===== config.mk =====
export PLATFORM = sky130hd
export DESIGN_NAME = ctrl_multiciclo_flat
export DESIGN_NICKNAME = d
export VERILOG_FILES = /design/src/rtl/ctrl_multiciclo_if.sv /design/src/rtl/ctrl_multiciclo.sv /design/src/flat_wrapper.sv
export SDC_FILE = /design/constraint.sdc
export NUM_CORES = 1
export LEC_CHECK = 0
export ABC_CLOCK_PERIOD_IN_PS = 4200
export CAP_MARGIN = 20
export CORE_MARGIN = 2
export CORE_UTILIZATION = 35
export DETAILED_ROUTE_END_ITERATION = 8
export PLACE_DENSITY = 0.84
export RECOVER_POWER = 100
export SETUP_SLACK_MARGIN = 0.02
export SYNTH_ARGS = -nofsm -noshare
export SYNTH_HDL_FRONTEND = slang
export SYNTH_SLANG_ARGS = --single-unit

===== constraint.sdc =====
create_clock -name clk -period 4.2 [get_ports clk]
set_clock_uncertainty 0.15 [all_clocks]
set_input_delay 0.84 -clock clk [delete_from_list [all_inputs] [get_ports clk]]
set_output_delay 0.84 -clock clk [all_outputs]
set_load 0.01 [all_outputs]

===== src/rtl/ctrl_multiciclo_if.sv =====
// Control bundle between the multicycle controller and the datapath:
// IR fields and ALU zero flag in, every datapath select/enable and debug state out.
interface ctrl_multiciclo_if;
   logic [5:0] opcode;
   logic [5:0] funct;
   logic       zero;
   logic       PCWrite, PCWriteCond, IorD, MemWrite, IRWrite, RegWrite, RegDst, MemtoReg;
   logic       ALoad, BLoad, ALUOutLoad, MDRLoad;
   logic [1:0] AluSrcA;
   logic [1:0] AluSrcB;
   logic [2:0] AluOp;
   logic [1:0] PCSource;
   logic       illegal;
   logic [3:0] state;

   modport master (
      input  opcode, funct, zero,
      output PCWrite, PCWriteCond, IorD, MemWrite, IRWrite, RegWrite, RegDst, MemtoReg,
      output ALoad, BLoad, ALUOutLoad, MDRLoad, AluSrcA, AluSrcB, AluOp, PCSource,
      output illegal, state
   );

   modport slave (
      output opcode, funct, zero,
      input  PCWrite, PCWriteCond, IorD, MemWrite, IRWrite, RegWrite, RegDst, MemtoReg,
      input  ALoad, BLoad, ALUOutLoad, MDRLoad, AluSrcA, AluSrcB, AluOp, PCSource,
      input  illegal, state
   );
endinterface


===== src/rtl/ctrl_multiciclo.sv =====
// Multicycle Moore control FSM: fetch/decode/execute/memory/write-back sequencing.
// Outputs decode from the state register; funct only selects the ALU op while IR is held stable.
module ctrl_multiciclo (
   input  logic             clk,
   input  logic             reset,
   ctrl_multiciclo_if.master bus
);
   typedef enum logic [3:0] {
      S_RESET     = 4'd0,
      S_FETCH     = 4'd1,
      S_DECODE    = 4'd2,
      S_EXEC_R    = 4'd3,
      S_EXEC_SH   = 4'd4,
      S_WB_R      = 4'd5,
      S_EXEC_ADDI = 4'd6,
      S_WB_I      = 4'd7,
      S_MEM_ADDR  = 4'd8,
      S_MEM_RD    = 4'd9,
      S_MEM_WB    = 4'd10,
      S_MEM_WR    = 4'd11,
      S_BRANCH    = 4'd12,
      S_JUMP      = 4'd13,
      S_ILLEGAL   = 4'd14
   } state_t;

   localparam logic [2:0] ALU_ADD = 3'b000;
   localparam logic [2:0] ALU_SUB = 3'b001;
   localparam logic [2:0] ALU_AND = 3'b010;
   localparam logic [2:0] ALU_OR  = 3'b011;
   localparam logic [2:0] ALU_SLT = 3'b100;
   localparam logic [2:0] ALU_SLL = 3'b101;
   localparam logic [2:0] ALU_SRL = 3'b110;

   state_t state_q, state_d;

   always_ff @(posedge clk) begin
      if (reset) state_q <= S_RESET;
      else       state_q <= state_d;
   end

   assign bus.state = state_q;

   always_comb begin
      state_d         = S_RESET;
      bus.PCWrite     = 1'b0;
      bus.PCWriteCond = 1'b0;
      bus.IorD        = 1'b0;
      bus.MemWrite    = 1'b0;
      bus.IRWrite     = 1'b0;
      bus.RegWrite    = 1'b0;
      bus.RegDst      = 1'b0;
      bus.MemtoReg    = 1'b0;
      bus.ALoad       = 1'b0;
      bus.BLoad       = 1'b0;
      bus.ALUOutLoad  = 1'b0;
      bus.MDRLoad     = 1'b0;
      bus.AluSrcA     = 2'b00;
      bus.AluSrcB     = 2'b00;
      bus.AluOp       = ALU_ADD;
      bus.PCSource    = 2'b00;
      bus.illegal     = 1'b0;

      case (state_q)
         S_RESET: state_d = S_FETCH;
         S_FETCH: begin
            bus.IRWrite = 1'b1;
            bus.AluSrcB = 2'b01;
            bus.PCWrite = 1'b1;
            state_d     = S_DECODE;
         end
         S_DECODE: begin
            // Branch target is computed speculatively here while A/B load.
            bus.AluSrcB    = 2'b11;
            bus.ALUOutLoad = 1'b1;
            bus.ALoad      = 1'b1;
            bus.BLoad      = 1'b1;
            case (bus.opcode)
               6'h00: begin
                  case (bus.funct)
                     6'h20, 6'h22, 6'h24, 6'h25, 6'h2a: state_d = S_EXEC_R;
                     6'h00, 6'h02:                      state_d = S_EXEC_SH;
                     default:                           state_d = S_ILLEGAL;
                  endcase
               end
               6'h08:        state_d = S_EXEC_ADDI;
               6'h23, 6'h2b: state_d = S_MEM_ADDR;
               6'h04:        state_d = S_BRANCH;
               6'h02:        state_d = S_JUMP;
               default:      state_d = S_ILLEGAL;
            endcase
         end
         S_EXEC_R: begin
            bus.AluSrcA    = 2'b01;
            bus.ALUOutLoad = 1'b1;
            case (bus.funct)
               6'h22:   bus.AluOp = ALU_SUB;
               6'h24:   bus.AluOp = ALU_AND;
               6'h25:   bus.AluOp = ALU_OR;
               6'h2a:   bus.AluOp = ALU_SLT;
               default: bus.AluOp = ALU_ADD;
            endcase
            state_d = S_WB_R;
         end
         S_EXEC_SH: begin
            bus.AluSrcA    = 2'b10;
            bus.ALUOutLoad = 1'b1;
            bus.AluOp      = (bus.funct == 6'h02) ? ALU_SRL : ALU_SLL;
            state_d        = S_WB_R;
         end
         S_WB_R: begin
            bus.RegDst   = 1'b1;
            bus.RegWrite = 1'b1;
            state_d      = S_FETCH;
         end
         S_EXEC_ADDI: begin
            bus.AluSrcA    = 2'b01;
            bus.AluSrcB    = 2'b10;
            bus.ALUOutLoad = 1'b1;
            state_d        = S_WB_I;
         end
         S_WB_I: begin
            bus.RegWrite = 1'b1;
            state_d      = S_FETCH;
         end
         S_MEM_ADDR: begin
            bus.AluSrcA    = 2'b01;
            bus.AluSrcB    = 2'b10;
            bus.ALUOutLoad = 1'b1;
            state_d        = (bus.opcode == 6'h2b) ? S_MEM_WR : S_MEM_RD;
         end
         S_MEM_RD: begin
            bus.IorD    = 1'b1;
            bus.MDRLoad = 1'b1;
            state_d     = S_MEM_WB;
         end
         S_MEM_WB: begin
            bus.MemtoReg = 1'b1;
            bus.RegWrite = 1'b1;
            state_d      = S_FETCH;
         end
         S_MEM_WR: begin
            bus.IorD     = 1'b1;
            bus.MemWrite = 1'b1;
            state_d      = S_FETCH;
         end
         S_BRANCH: begin
            // The datapath ANDs PCWriteCond with zero, so zero is not consulted here.
            bus.AluSrcA     = 2'b01;
            bus.AluOp       = ALU_SUB;
            bus.PCWriteCond = 1'b1;
            bus.PCSource    = 2'b01;
            state_d         = S_FETCH;
         end
         S_JUMP: begin
            bus.PCSource = 2'b10;
            bus.PCWrite  = 1'b1;
            state_d      = S_FETCH;
         end
         S_ILLEGAL: begin
            bus.illegal = 1'b1;
            state_d     = S_FETCH;
         end
         default: state_d = S_RESET;
      endcase
   end
endmodule


===== src/flat_wrapper.sv =====
// flat-port wrapper written by rule: the top's interface ports become plain ports
module ctrl_multiciclo_flat 
  (clk, reset, bus_opcode, bus_funct, bus_zero, bus_PCWrite, bus_PCWriteCond, bus_IorD, bus_MemWrite, bus_IRWrite, bus_RegWrite, bus_RegDst, bus_MemtoReg, bus_ALoad, bus_BLoad, bus_ALUOutLoad, bus_MDRLoad, bus_AluSrcA, bus_AluSrcB, bus_AluOp, bus_PCSource, bus_illegal, bus_state);
  ctrl_multiciclo_if bus_i ();
  input  logic clk;
  input  logic reset;
  input wire logic [$bits(bus_i.opcode)-1:0] bus_opcode;
  input wire logic [$bits(bus_i.funct)-1:0] bus_funct;
  input wire logic [$bits(bus_i.zero)-1:0] bus_zero;
  output wire logic [$bits(bus_i.PCWrite)-1:0] bus_PCWrite;
  output wire logic [$bits(bus_i.PCWriteCond)-1:0] bus_PCWriteCond;
  output wire logic [$bits(bus_i.IorD)-1:0] bus_IorD;
  output wire logic [$bits(bus_i.MemWrite)-1:0] bus_MemWrite;
  output wire logic [$bits(bus_i.IRWrite)-1:0] bus_IRWrite;
  output wire logic [$bits(bus_i.RegWrite)-1:0] bus_RegWrite;
  output wire logic [$bits(bus_i.RegDst)-1:0] bus_RegDst;
  output wire logic [$bits(bus_i.MemtoReg)-1:0] bus_MemtoReg;
  output wire logic [$bits(bus_i.ALoad)-1:0] bus_ALoad;
  output wire logic [$bits(bus_i.BLoad)-1:0] bus_BLoad;
  output wire logic [$bits(bus_i.ALUOutLoad)-1:0] bus_ALUOutLoad;
  output wire logic [$bits(bus_i.MDRLoad)-1:0] bus_MDRLoad;
  output wire logic [$bits(bus_i.AluSrcA)-1:0] bus_AluSrcA;
  output wire logic [$bits(bus_i.AluSrcB)-1:0] bus_AluSrcB;
  output wire logic [$bits(bus_i.AluOp)-1:0] bus_AluOp;
  output wire logic [$bits(bus_i.PCSource)-1:0] bus_PCSource;
  output wire logic [$bits(bus_i.illegal)-1:0] bus_illegal;
  output wire logic [$bits(bus_i.state)-1:0] bus_state;
  assign bus_i.opcode = bus_opcode;
  assign bus_i.funct = bus_funct;
  assign bus_i.zero = bus_zero;
  assign bus_PCWrite = bus_i.PCWrite;
  assign bus_PCWriteCond = bus_i.PCWriteCond;
  assign bus_IorD = bus_i.IorD;
  assign bus_MemWrite = bus_i.MemWrite;
  assign bus_IRWrite = bus_i.IRWrite;
  assign bus_RegWrite = bus_i.RegWrite;
  assign bus_RegDst = bus_i.RegDst;
  assign bus_MemtoReg = bus_i.MemtoReg;
  assign bus_ALoad = bus_i.ALoad;
  assign bus_BLoad = bus_i.BLoad;
  assign bus_ALUOutLoad = bus_i.ALUOutLoad;
  assign bus_MDRLoad = bus_i.MDRLoad;
  assign bus_AluSrcA = bus_i.AluSrcA;
  assign bus_AluSrcB = bus_i.AluSrcB;
  assign bus_AluOp = bus_i.AluOp;
  assign bus_PCSource = bus_i.PCSource;
  assign bus_illegal = bus_i.illegal;
  assign bus_state = bus_i.state;
  ctrl_multiciclo u_core (.clk(clk), .reset(reset), .bus(bus_i));
endmodule

==> impl_results.md, run 1 <==
* Outcome: completed
* Minimum clock period after layout at around 3800 ps
* Count of standard-cell rows at 14
* End of the worst register-to-register path: u_core.bus.state[1]
* Die X at 44.6 µm
* Timing-limited maximum frequency at 264 MHz
* Pwr dens at about 470 mW/mm²
* Clk buf depth at 2
* Final Hold Fails at 0
* R2R cell count at 3
* Async set or reset register ratio after synthesis at 0%
* Detailed-routing wirelength on met1 at roughly 780 µm
* Total instance count after detailed placement at 141
* Post-synth top cells: nor2_1 (19), nor3_1 (7)
* Portion of synthesized cell area occupied by the leading cell type at 13.9%
* Number of global-route vias before repair at 762
* Dominant synthesized flop cell: dfxtp_1
* DRC violations left at 0
* Area of the mapped netlist at 578 µm²
* Path class of the lowest-slack min-delay path: reg2reg
* Die Height at 44.6 µm
* Seq pwr share at 20.8%
* Leading post-synthesis cells by cell area: dfxtp_1 (14%), nor2_1 (12%), nor3_1 (6.1%)
* Crit path from: bus_funct[5]
* Cell chosen for the clock root: clkbuf_4
* Net switching fraction of the power at a little under half
* Cell taking the most area after synthesis: dfxtp_1
* Placeable core region at 0.00152 mm²
* Initial core utilization at a little under two fifths
* Final worst slack at between 400 and 500 ps
* Share of the clock period used by the worst path after layout at 90.2%
* Fraction of power consumed by the clock network at 10.8%
* Detailed Place HPWL at 1.52 mm
* Net Sw Power at 211 µW
* Post-route core utilization at 64.4%
* Final weighted congestion in routability-driven placement at 0.835
* Final count of negative-setup-slack endpoints at 0
* Leakage dissipation at 0.409 nW
* Final wirelength at 1.90 mm
* Post-placement setup slack at 489 ps
* Number of library cell types mapped by synthesis at 36
* Hold_sp: u_core.bus.state[3]
* Remaining max-slew budget at the tightest pin at roughly 70%
* Hold Path Sink: u_core.bus.state[2]
* Layout Nets at approximately 150
* Arr. time, crit path at 2800 ps
* Global-route wire length before repair at between 3 and 4 mm
* Accumulated negative setup slack at 0 ps
* Met2 wire len at ~930 µm
* Critical Path Fanout Max at 5
* Startpoint class of the critical path: primary input
* CTS buffer count at 3
* Die area at 0.00199 mm²
* Total GRT Usage at 20.4%
* Worst Path Class, Setup: in2out
* Buffer count from post-CTS setup fixing at 0
* Fillers at 145
* Clock latency on the worst-skew pair at 240 ps
* Count of placed standard cells in the final layout, fillers left out at 144
* Post-Synthesis Cells at 92
* Detail-routed net length per standard cell at roughly 13 µm
* Required time of the worst setup path at around 3200 ps
* Number of nets in the synthesized netlist at approximately 110
* Fin. max-slew vios at 0
* Number of enable-type register cells in the synthesized netlist at 0
* CTS sink count at 4
* CTS resizes at 0
* Internal Power at roughly 250 µW
* Placed cell areas at 958 µm²
* Maximum capacitance violations at 0
* Number of flip-flops and latches in the synthesized netlist at 4
* Clock tree from TritonCTS: done
* Pin count of the biggest net entering global routing at 16
* Combinational fraction of design power at 68.4%
* Number of primary I/O pins at 41
* IR drop worst, VDD at 0.310 mV
* Worst setup slack for register-to-register paths at around 2500 ps
* Number of stages on the worst hold path at 1
* Launch point of the worst reg-to-reg path: u_core.bus.state[0]
* Nature of the critical path endpoint: primary output
* Final design instance area without fill at 981 µm²
* Clock slew at the register clock pins of the worst setup and hold paths at 40 ps
* Fraction of layout cells with a size suffix above 1 at between 5 and 6%
* Number of antenna violations at the first check in global routing at 0
* GRT overflow at 0
* Antenna diodes at 0
* Actual slew at the worst max-slew pin at 452 ps
* Post-synthesis average cell area at 6.28 µm²
* Vias per std cell at 5.93
* Vias post-DR at 854
* Fin Hold WS at 543 ps
* Post-layout total power at 456 µW
* Yosys Warn Count at 0
* Number of DRC markers in iteration 0 at 29
* Highest routed metal layer: met4
* Remaining number of nets flagged by the antenna check after routing at 0
* Synthesis-to-finish area growth at 69.7%
* Met3 Wirelength at 168 µm
* Number of hold-repair buffers added at the cts stage at 0
* RSZ-0062 raised after global routing: false
* Number of flip-flops in the largest register at 4
* Cell with the most instances after synthesis: nor2_1
* Register area share after synthesis at between 10 and 15%
* First-pass iteration count of the detailed router at 4
* Buffers on Ports at 39
* Total number of H-tree levels at 1
[worst max-delay path: stages]
cell             delay, ps
clkdlybuf4s50_1        470
nor2b_1                290
and3_1                 230
a22oi_1                 90
o31ai_1                230
dlygate4sd3_1          650
[layout make-up]
cell class,instances,area [µm²],area share [%]
multi-input combinational,79,457,46.6
timing repair buffer,39,390,39.8
sequential,4,80.1,8.16
clock buffer,3,22.5,2.30
tap,16,20.0,2.04
inverter,3,11.3,1.15
[cell usage in the layout, fill, tap and decap left out]
cell type	count
o22ai_1	4
and3_1	3
and2b_1	1
a32oi_1	1
nor4_1	2
or4_1	2
or2_2	1
nor4b_1	1
nand3_1	3
nor2_1	19
or2b_1	1
maj3_1	1
a32o_1	1
o21ba_2	1
nand2_1	4
o31a_1	1
nand2b_2	1
a21oi_1	4
mux2i_1	1
or2_0	1
nand2b_1	4
nor3_1	7
dlygate4sd3_1	26
o31ai_1	1
clkdlybuf4s50_1	13
inv_1	3
o211ai_1	1
and2_0	1
a31o_2	1
a31oi_1	2
nor2b_1	1
dfxtp_1	4
o21ai_0	3
a2111oi_0	1
a311oi_1	1
nand4_1	1
clkbuf_4	3
a22oi_1	1
and2_1	1
[power by group through the flow]
stage                     sequential, mW  clock, mW  combinational, mW
after floorplan                   0.0753          0              0.190
after global placement            0.0941          0              0.338
after detailed placement          0.0942          0              0.341
after CTS                         0.0938     0.0509              0.343
after global routing              0.0987     0.0549              0.339
final                             0.0950     0.0492              0.312
[logic make-up (layout without fill, tap and decap cells)]
family	count (synthesis)	in the layout	share of synthesized area (%)
buffers and inverters	9	45	7.14
AO/OA/AOI/OAI	23	23	27.5
flip-flops	4	4	13.9
adder cells (fa/ha/maj)	1	1	1.73
multiplexers	1	1	1.73
AND/OR/NAND/NOR	54	54	48.1
[layer usage]
metal	up-vias	track usage, %
met4	0	9.70
li1	416	-
met5	-	0
met1	389	24.6
met2	46	33.6
met3	3	4.90
[how the worst max path moves through the flow]
stage                               to  slack [ps]  cells past startpoint
after floorplan           bus_AluOp[0]        1540                      4
after global routing      bus_AluOp[0]         300                      6
after CTS                 bus_AluOp[0]         490                      6
final                     bus_AluOp[0]         410                      6
after global placement    bus_AluOp[0]         520                      6
after detailed placement  bus_AluOp[0]         490                      6
No activity file was read; power rests on OpenSTA's default activity.
==> run 2: changes to the inputs <==
--- a/config.mk
+++ b/config.mk
@@ -10,6 +10,7 @@
 export CORE_MARGIN = 2
 export CORE_UTILIZATION = 35
 export DETAILED_ROUTE_END_ITERATION = 8
+export GPL_ROUTABILITY_DRIVEN = 0
 export PLACE_DENSITY = 0.84
 export RECOVER_POWER = 100
 export SETUP_SLACK_MARGIN = 0.02
==> results of run 2 <==
Final layout, timing and power as in run 1 (identical DEF).
